`config.mk`:
```
export PLATFORM = sky130hd
export DESIGN_NAME = nibble_sub_ctrl
export DESIGN_NICKNAME = d
export VERILOG_FILES = /design/src/rtl/nibble_sub_pkg.sv /design/src/rtl/nibble_cmpl_add.sv /design/src/rtl/nibble_sub_ctrl.sv
export SDC_FILE = /design/constraint.sdc
export NUM_CORES = 1
export LEC_CHECK = 0
export BUFFER_PORTS_ARGS = -buffer_cell sky130_fd_sc_hd__buf_4
export CAP_MARGIN = 20
export CORE_MARGIN = 3
export CORE_UTILIZATION = 50
export DETAILED_ROUTE_END_ITERATION = 6
export PLACE_DENSITY = 0.77
export SLEW_MARGIN = 20
export SYNTH_ARGS = -nofsm -noshare
export SYNTH_HDL_FRONTEND = slang
export SYNTH_SLANG_ARGS = --single-unit
```
`constraint.sdc`:
```
create_clock -name clk -period 3.31 [get_ports clk]
set_input_delay 0.1655 -clock clk [delete_from_list [all_inputs] [get_ports clk]]
set_output_delay 0.1655 -clock clk [all_outputs]
set_load 0.01 [all_outputs]
```
`src/rtl/nibble_sub_pkg.sv`:
```
// Shared types and sizing helpers for the nibble-serial subtractor.
package nibble_sub_pkg;

  localparam int unsigned NIB_W = 4;

  typedef enum logic [1:0] {
    IDLE = 2'd0,
    RUN  = 2'd1,
    DONE = 2'd2
  } state_e;

  // Number of nibble slices needed to cover a w-bit operand.
  function automatic int unsigned nib_count(input int unsigned w);
    return w / NIB_W;
  endfunction

endpackage

```
`src/rtl/nibble_cmpl_add.sv`:
```
// 4-bit complement-and-add slice: {cout, sum} = a + (inv ? ~b : b) + cin.
module nibble_cmpl_add
  import nibble_sub_pkg::*;
(
  input  logic [NIB_W-1:0] a,
  input  logic [NIB_W-1:0] b,
  input  logic             cin,
  input  logic             inv,
  output logic [NIB_W-1:0] sum,
  output logic             cout
);

  logic [NIB_W-1:0] b_eff;

  // Optional one's complement of b, then a single 5-bit add.
  always_comb begin
    b_eff = inv ? ~b : b;
    {cout, sum} = (NIB_W+1)'(a) + (NIB_W+1)'(b_eff) + (NIB_W+1)'(cin);
  end

endmodule

```
`src/rtl/nibble_sub_ctrl.sv`:
```
// Nibble-serial W-bit subtractor controller: one shared 4-bit slice, LSB first.
// Optional add mode (op port) enabled by defining NIBBLE_SUB_ADD_OP_EN.
module nibble_sub_ctrl
  import nibble_sub_pkg::*;
#(
  parameter int unsigned W = 16
) (
  input  logic         clk,
  input  logic         rst,
  input  logic         in_valid,
  output logic         in_ready,
  input  logic [W-1:0] a,
  input  logic [W-1:0] b,
`ifdef NIBBLE_SUB_ADD_OP_EN
  input  logic         op,
`endif
  output logic         out_valid,
  input  logic         out_ready,
  output logic [W-1:0] diff,
  output logic         borrow,
  output logic         ovf
);

  localparam int unsigned NIB   = nib_count(W);
  localparam int unsigned IDX_W = (NIB > 1) ? $clog2(NIB) : 1;
  localparam logic [IDX_W-1:0] IDX_LAST = IDX_W'(NIB - 1);

  state_e           state_q, state_d;
  logic [W-1:0]     a_q, a_d, b_q, b_d, diff_q, diff_d;
  logic [IDX_W-1:0] idx_q, idx_d;
  logic             carry_q, carry_d;
  logic             borrow_q, borrow_d, ovf_q, ovf_d;
  logic             in_ready_q, in_ready_d, out_valid_q, out_valid_d;
  logic             op_q, op_d;
  logic             op_in;

  logic [NIB_W-1:0] a_nib, b_nib, sum_nib;
  logic             cout;

`ifdef NIBBLE_SUB_ADD_OP_EN
  assign op_in = op;
`else
  assign op_in = 1'b0;
`endif

  // Shared slice; complement b only when subtracting.
  nibble_cmpl_add u_slice (
    .a    (a_nib),
    .b    (b_nib),
    .cin  (carry_q),
    .inv  (~op_q),
    .sum  (sum_nib),
    .cout (cout)
  );

  // State and datapath registers with synchronous reset.
  always_ff @(posedge clk) begin
    if (rst) begin
      state_q     <= IDLE;
      a_q         <= '0;
      b_q         <= '0;
      diff_q      <= '0;
      idx_q       <= '0;
      carry_q     <= 1'b0;
      borrow_q    <= 1'b0;
      ovf_q       <= 1'b0;
      op_q        <= 1'b0;
      in_ready_q  <= 1'b1;
      out_valid_q <= 1'b0;
    end else begin
      state_q     <= state_d;
      a_q         <= a_d;
      b_q         <= b_d;
      diff_q      <= diff_d;
      idx_q       <= idx_d;
      carry_q     <= carry_d;
      borrow_q    <= borrow_d;
      ovf_q       <= ovf_d;
      op_q        <= op_d;
      in_ready_q  <= in_ready_d;
      out_valid_q <= out_valid_d;
    end
  end

  // Next-state, nibble select/write-back and flag generation.
  always_comb begin
    state_d  = state_q;
    a_d      = a_q;
    b_d      = b_q;
    diff_d   = diff_q;
    idx_d    = idx_q;
    carry_d  = carry_q;
    borrow_d = borrow_q;
    ovf_d    = ovf_q;
    op_d     = op_q;
    a_nib    = '0;
    b_nib    = '0;

    for (int i = 0; i < int'(NIB); i++) begin
      if (idx_q == IDX_W'(i)) begin
        a_nib = a_q[i*NIB_W +: NIB_W];
        b_nib = b_q[i*NIB_W +: NIB_W];
      end
    end

    case (state_q)
      IDLE: begin
        if (in_valid) begin
          a_d     = a;
          b_d     = b;
          op_d    = op_in;
          idx_d   = '0;
          carry_d = ~op_in;
          state_d = RUN;
        end
      end
      RUN: begin
        for (int i = 0; i < int'(NIB); i++) begin
          if (idx_q == IDX_W'(i)) begin
            diff_d[i*NIB_W +: NIB_W] = sum_nib;
          end
        end
        carry_d = cout;
        if (idx_q == IDX_LAST) begin
          state_d = DONE;
          if (op_q) begin
            borrow_d = cout;
            ovf_d    = (a_q[W-1] == b_q[W-1]) & (sum_nib[NIB_W-1] != a_q[W-1]);
          end else begin
            borrow_d = ~cout;
            ovf_d    = (a_q[W-1] != b_q[W-1]) & (sum_nib[NIB_W-1] != a_q[W-1]);
          end
        end else begin
          idx_d = idx_q + IDX_W'(1);
        end
      end
      DONE: begin
        if (out_ready) begin
          state_d = IDLE;
        end
      end
      default: state_d = IDLE;
    endcase

    in_ready_d  = (state_d == IDLE);
    out_valid_d = (state_d == DONE);
  end

  assign in_ready  = in_ready_q;
  assign out_valid = out_valid_q;
  assign diff      = diff_q;
  assign borrow    = borrow_q;
  assign ovf       = ovf_q;

endmodule

```
==> run metrics <==
first-pass GRT wire length=between 9000 and 10000 um; Core ar.=roughly 0.0048 mm^2; RSZ-0062 raised after global routing=no; Metal-1 WL=2561 um; Syn Area/Cell=around 8 um^2; final worst setup slack=~0.29 ns; largest net degree at the start of global routing=57; reg-to-reg slack, setup=between 0.2 and 0.3 ns; TNS Setup=0 ns; gr ovfl total=0; final core utilization=0.6533; Worst Skew=just under 0.01 ns; most common cell after layout, fill and taps aside=nand2_1; Pleak=about 1.3 nW; Seq cells post-synth=57; worst-skew pair later-pin latency=0.34 ns; Initial Utilization=0.5213; worst path cell trace=inv_1 > ha_2 > buf_4 > nand2_1 > a21oi_1 > a21oi_1 > o21ai_0 > ha_1 > and3_1 > or3_1 > a211o_1 > a311oi_1; post-CTS setup buffers=0; TritonCTS sink count=57; full die area=just under 0.006 mm^2; Setup-failing EPs final=0; clk root buf=clkbuf_8; ANT cells=0; WL per Instance=12.87 um; ys flop type=dfxtp_1; Crit Path Category=register to register; pwr/cell area=517.5 mW/mm^2; class of the worst hold path=primary input to register; Final Cycle Share=0.9138; drt drc=0; delay of the slowest critical-path stage=0.44 ns; Max Fclk=~330 MHz; RR Endpoint=ovf$_SDFFE_PP0P_; DR top layer=met4; reg2reg start=idx_q[1]$_SDFFE_PP0P_; port buffer count=55; clk buf depth=2; Max-Cap Viols=0; fin crit period=3.025 ns; router iterations before antenna repair=4; vias=2311; IO Pins=56; Num CTS Buffers=9; DRT Wirelength=~5600 um; synth warn=0; hold path cells=3; fill count=440; part of the Yosys area used for sequential elements=0.4574; Net count, final=slightly above 400; max-slew violation count=0; ys async rst share=0; status=complete, no violations; Final GP Congestion=between 0.8 and 0.9; vias in the first global route=around 2200; DR WL met2=2662 um; Worst Setup Start Kind=register; library cells used by synthesis=33; Synth Instances=between 300 and 400; most frequent cells in the layout=100 x nand2_1, 61 x a21oi_1, 59 x buf_4; VDD IR max=just over 300 uV; First DRT Iteration DRCs=139; post-route ant nets=0; area grow syn2layout=25.33%; num rows=25; Place WS=approximately 0.23 ns; DIE WIDTH=roughly 77 um; Worst EP arrival=~3.3 ns; crit-path max FO=13; syn nets=~370; worst slew pin tran=roughly 1 ns; Max-slew headroom=0.3219; share of layout cells above drive strength 1=0.2043; WP data required=3.55 ns; antenna violations before repair=0; die height=approximately 77 um; CTS tree=done; hpwl dp=~4000 um; endpoint with the worst hold slack=b_q[2]$_SDFFE_PP0P_; Crit path max-delay family=compound AO/OA/AOI/OAI gates; number of flops mapped to enable cells by yosys=0; WL met3=284 um; Most common cell on crit path=a21oi_1; Hold Violations, Final=0; via/cell ratio=5.264; htree depth=3; Hold Startpoint=b[2]; Worst Setup End Kind=register; Slowest-stage cell, CP=or3_1; worst r2r path cells=12; clock-pin slew on the worst setup and hold paths=0.06 ns; Global Route Usage Sum=0.1998; Buf+Inv Stages, Crit Path=2; area of the mapped netlist=roughly 0.0025 mm^2
==> cell type report <==
class	count	area [um^2]	share of cell area
clock inverters	3	40.04	0.01281
inverters	7	26.28	0.008403
repair buffers	59	442.9	0.1417
flip-flops and latches	57	1141	0.3649
clock buffers	13	148.9	0.04762
well taps	67	83.83	0.02681
multi-input cells	233	1244	0.3978
==> flip-flops by register name, summed over array words and instances, names as in the netlist <==
name	cells
diff	16
b_q	16
in_ready	1
idx_q	2
state_q	2
borrow	1
out_valid	1
ovf	1
a_q	16
carry_q	1
==> kinds of logic after synthesis <==
group / synth area share
AOI/OAI and AO/OA: 0.2131
xor gates and xnor gates: 0.003511
adders and majority gates: 0.05115
buffers and inverters: 0.04614
DFF: 0.4574
muxes: 0.008525
and+or+nand+nor: 0.2202
==> worst register-to-register path, cell delays in order, from the launching register on <==
cell and delay [ns]:
dfxtp_1 0.35, inv_1 0.10, ha_2 0.31, buf_4 0.21, nand2_1 0.07, a21oi_1 0.12, a21oi_1 0.05, o21ai_0 0.19
ha_1 0.30, and3_1 0.19, or3_1 0.44, a211o_1 0.33, a311oi_1 0.28
==> worst max path at each step <==
stage / cells after the start / end / slack [ns] / startpoint
after floorplan: 13 / ovf$_SDFFE_PP0P_ / 0.44 / idx_q[0]$_SDFFE_PP0P_
after global placement: 12 / ovf$_SDFFE_PP0P_ / 0.35 / idx_q[1]$_SDFFE_PP0P_
after detailed placement: 12 / ovf$_SDFFE_PP0P_ / 0.23 / idx_q[1]$_SDFFE_PP0P_
after CTS: 12 / ovf$_SDFFE_PP0P_ / 0.16 / idx_q[1]$_SDFFE_PP0P_
after global routing: 12 / ovf$_SDFFE_PP0P_ / 0.09 / idx_q[1]$_SDFFE_PP0P_
final: 12 / ovf$_SDFFE_PP0P_ / 0.29 / idx_q[1]$_SDFFE_PP0P_
==> synth_stat cells, drive strengths merged (3+ instances only) <==
cell type	n	share of area
nand2	100	0.15
a21oi	61	0.12
dfxtp	57	0.46
clkbuf	19	0.029
ha	7	0.035
nand3	7	0.014
nor2	7	0.011
inv	6	0.0090
a311oi	5	0.018
o211a	5	0.020
o211ai	5	0.015
o21ai	5	0.010
buf	4	0.0070
nand3b	4	0.012
nand4	4	0.010
a21o	3	0.0090
nor2b	3	0.0075
==> timing repair <==
action | CTS | global route
hold buffers | 0 | 0
setup endpoints to repair | 0 | 1
resized for setup | 0 | 2
==> where the power goes <==
| group | switching [mW] | total (mW) | internal (mW) |
|---|---|---|---|
| sequential | 0.0234 | 0.746 | 0.723 |
| combinational | 0.135 | 0.244 | 0.109 |
| clock | 0.262 | 0.628 | 0.366 |
==> metrics by stage <==
stage | std cells | power [mW] | hold slack, ns | area, um^2
finish | 439 | 1.618 | 0.07033 | 3127
global route | 439 | 1.692 | 0.06741 | 3127
CTS | 439 | 1.628 | 0.06520 | 3122
detailed placement | 423 | 1.003 | 0.4187 | 2933
global placement | 423 | 0.9975 | 0.4142 | 2933
floorplan | 320 | 0.9155 | 0.3015 | 2495
==> per-layer routing <==
| metal | global-route usage | vias to the layer above |
|---|---|---|
| met5 | 0 | - |
| met4 | 0.1141 | 0 |
| met3 | 0.04610 | 13 |
| met2 | 0.3190 | 55 |
| met1 | 0.2470 | 1066 |
| li1 | - | 1177 |
(Power assumes the default switching activity.)
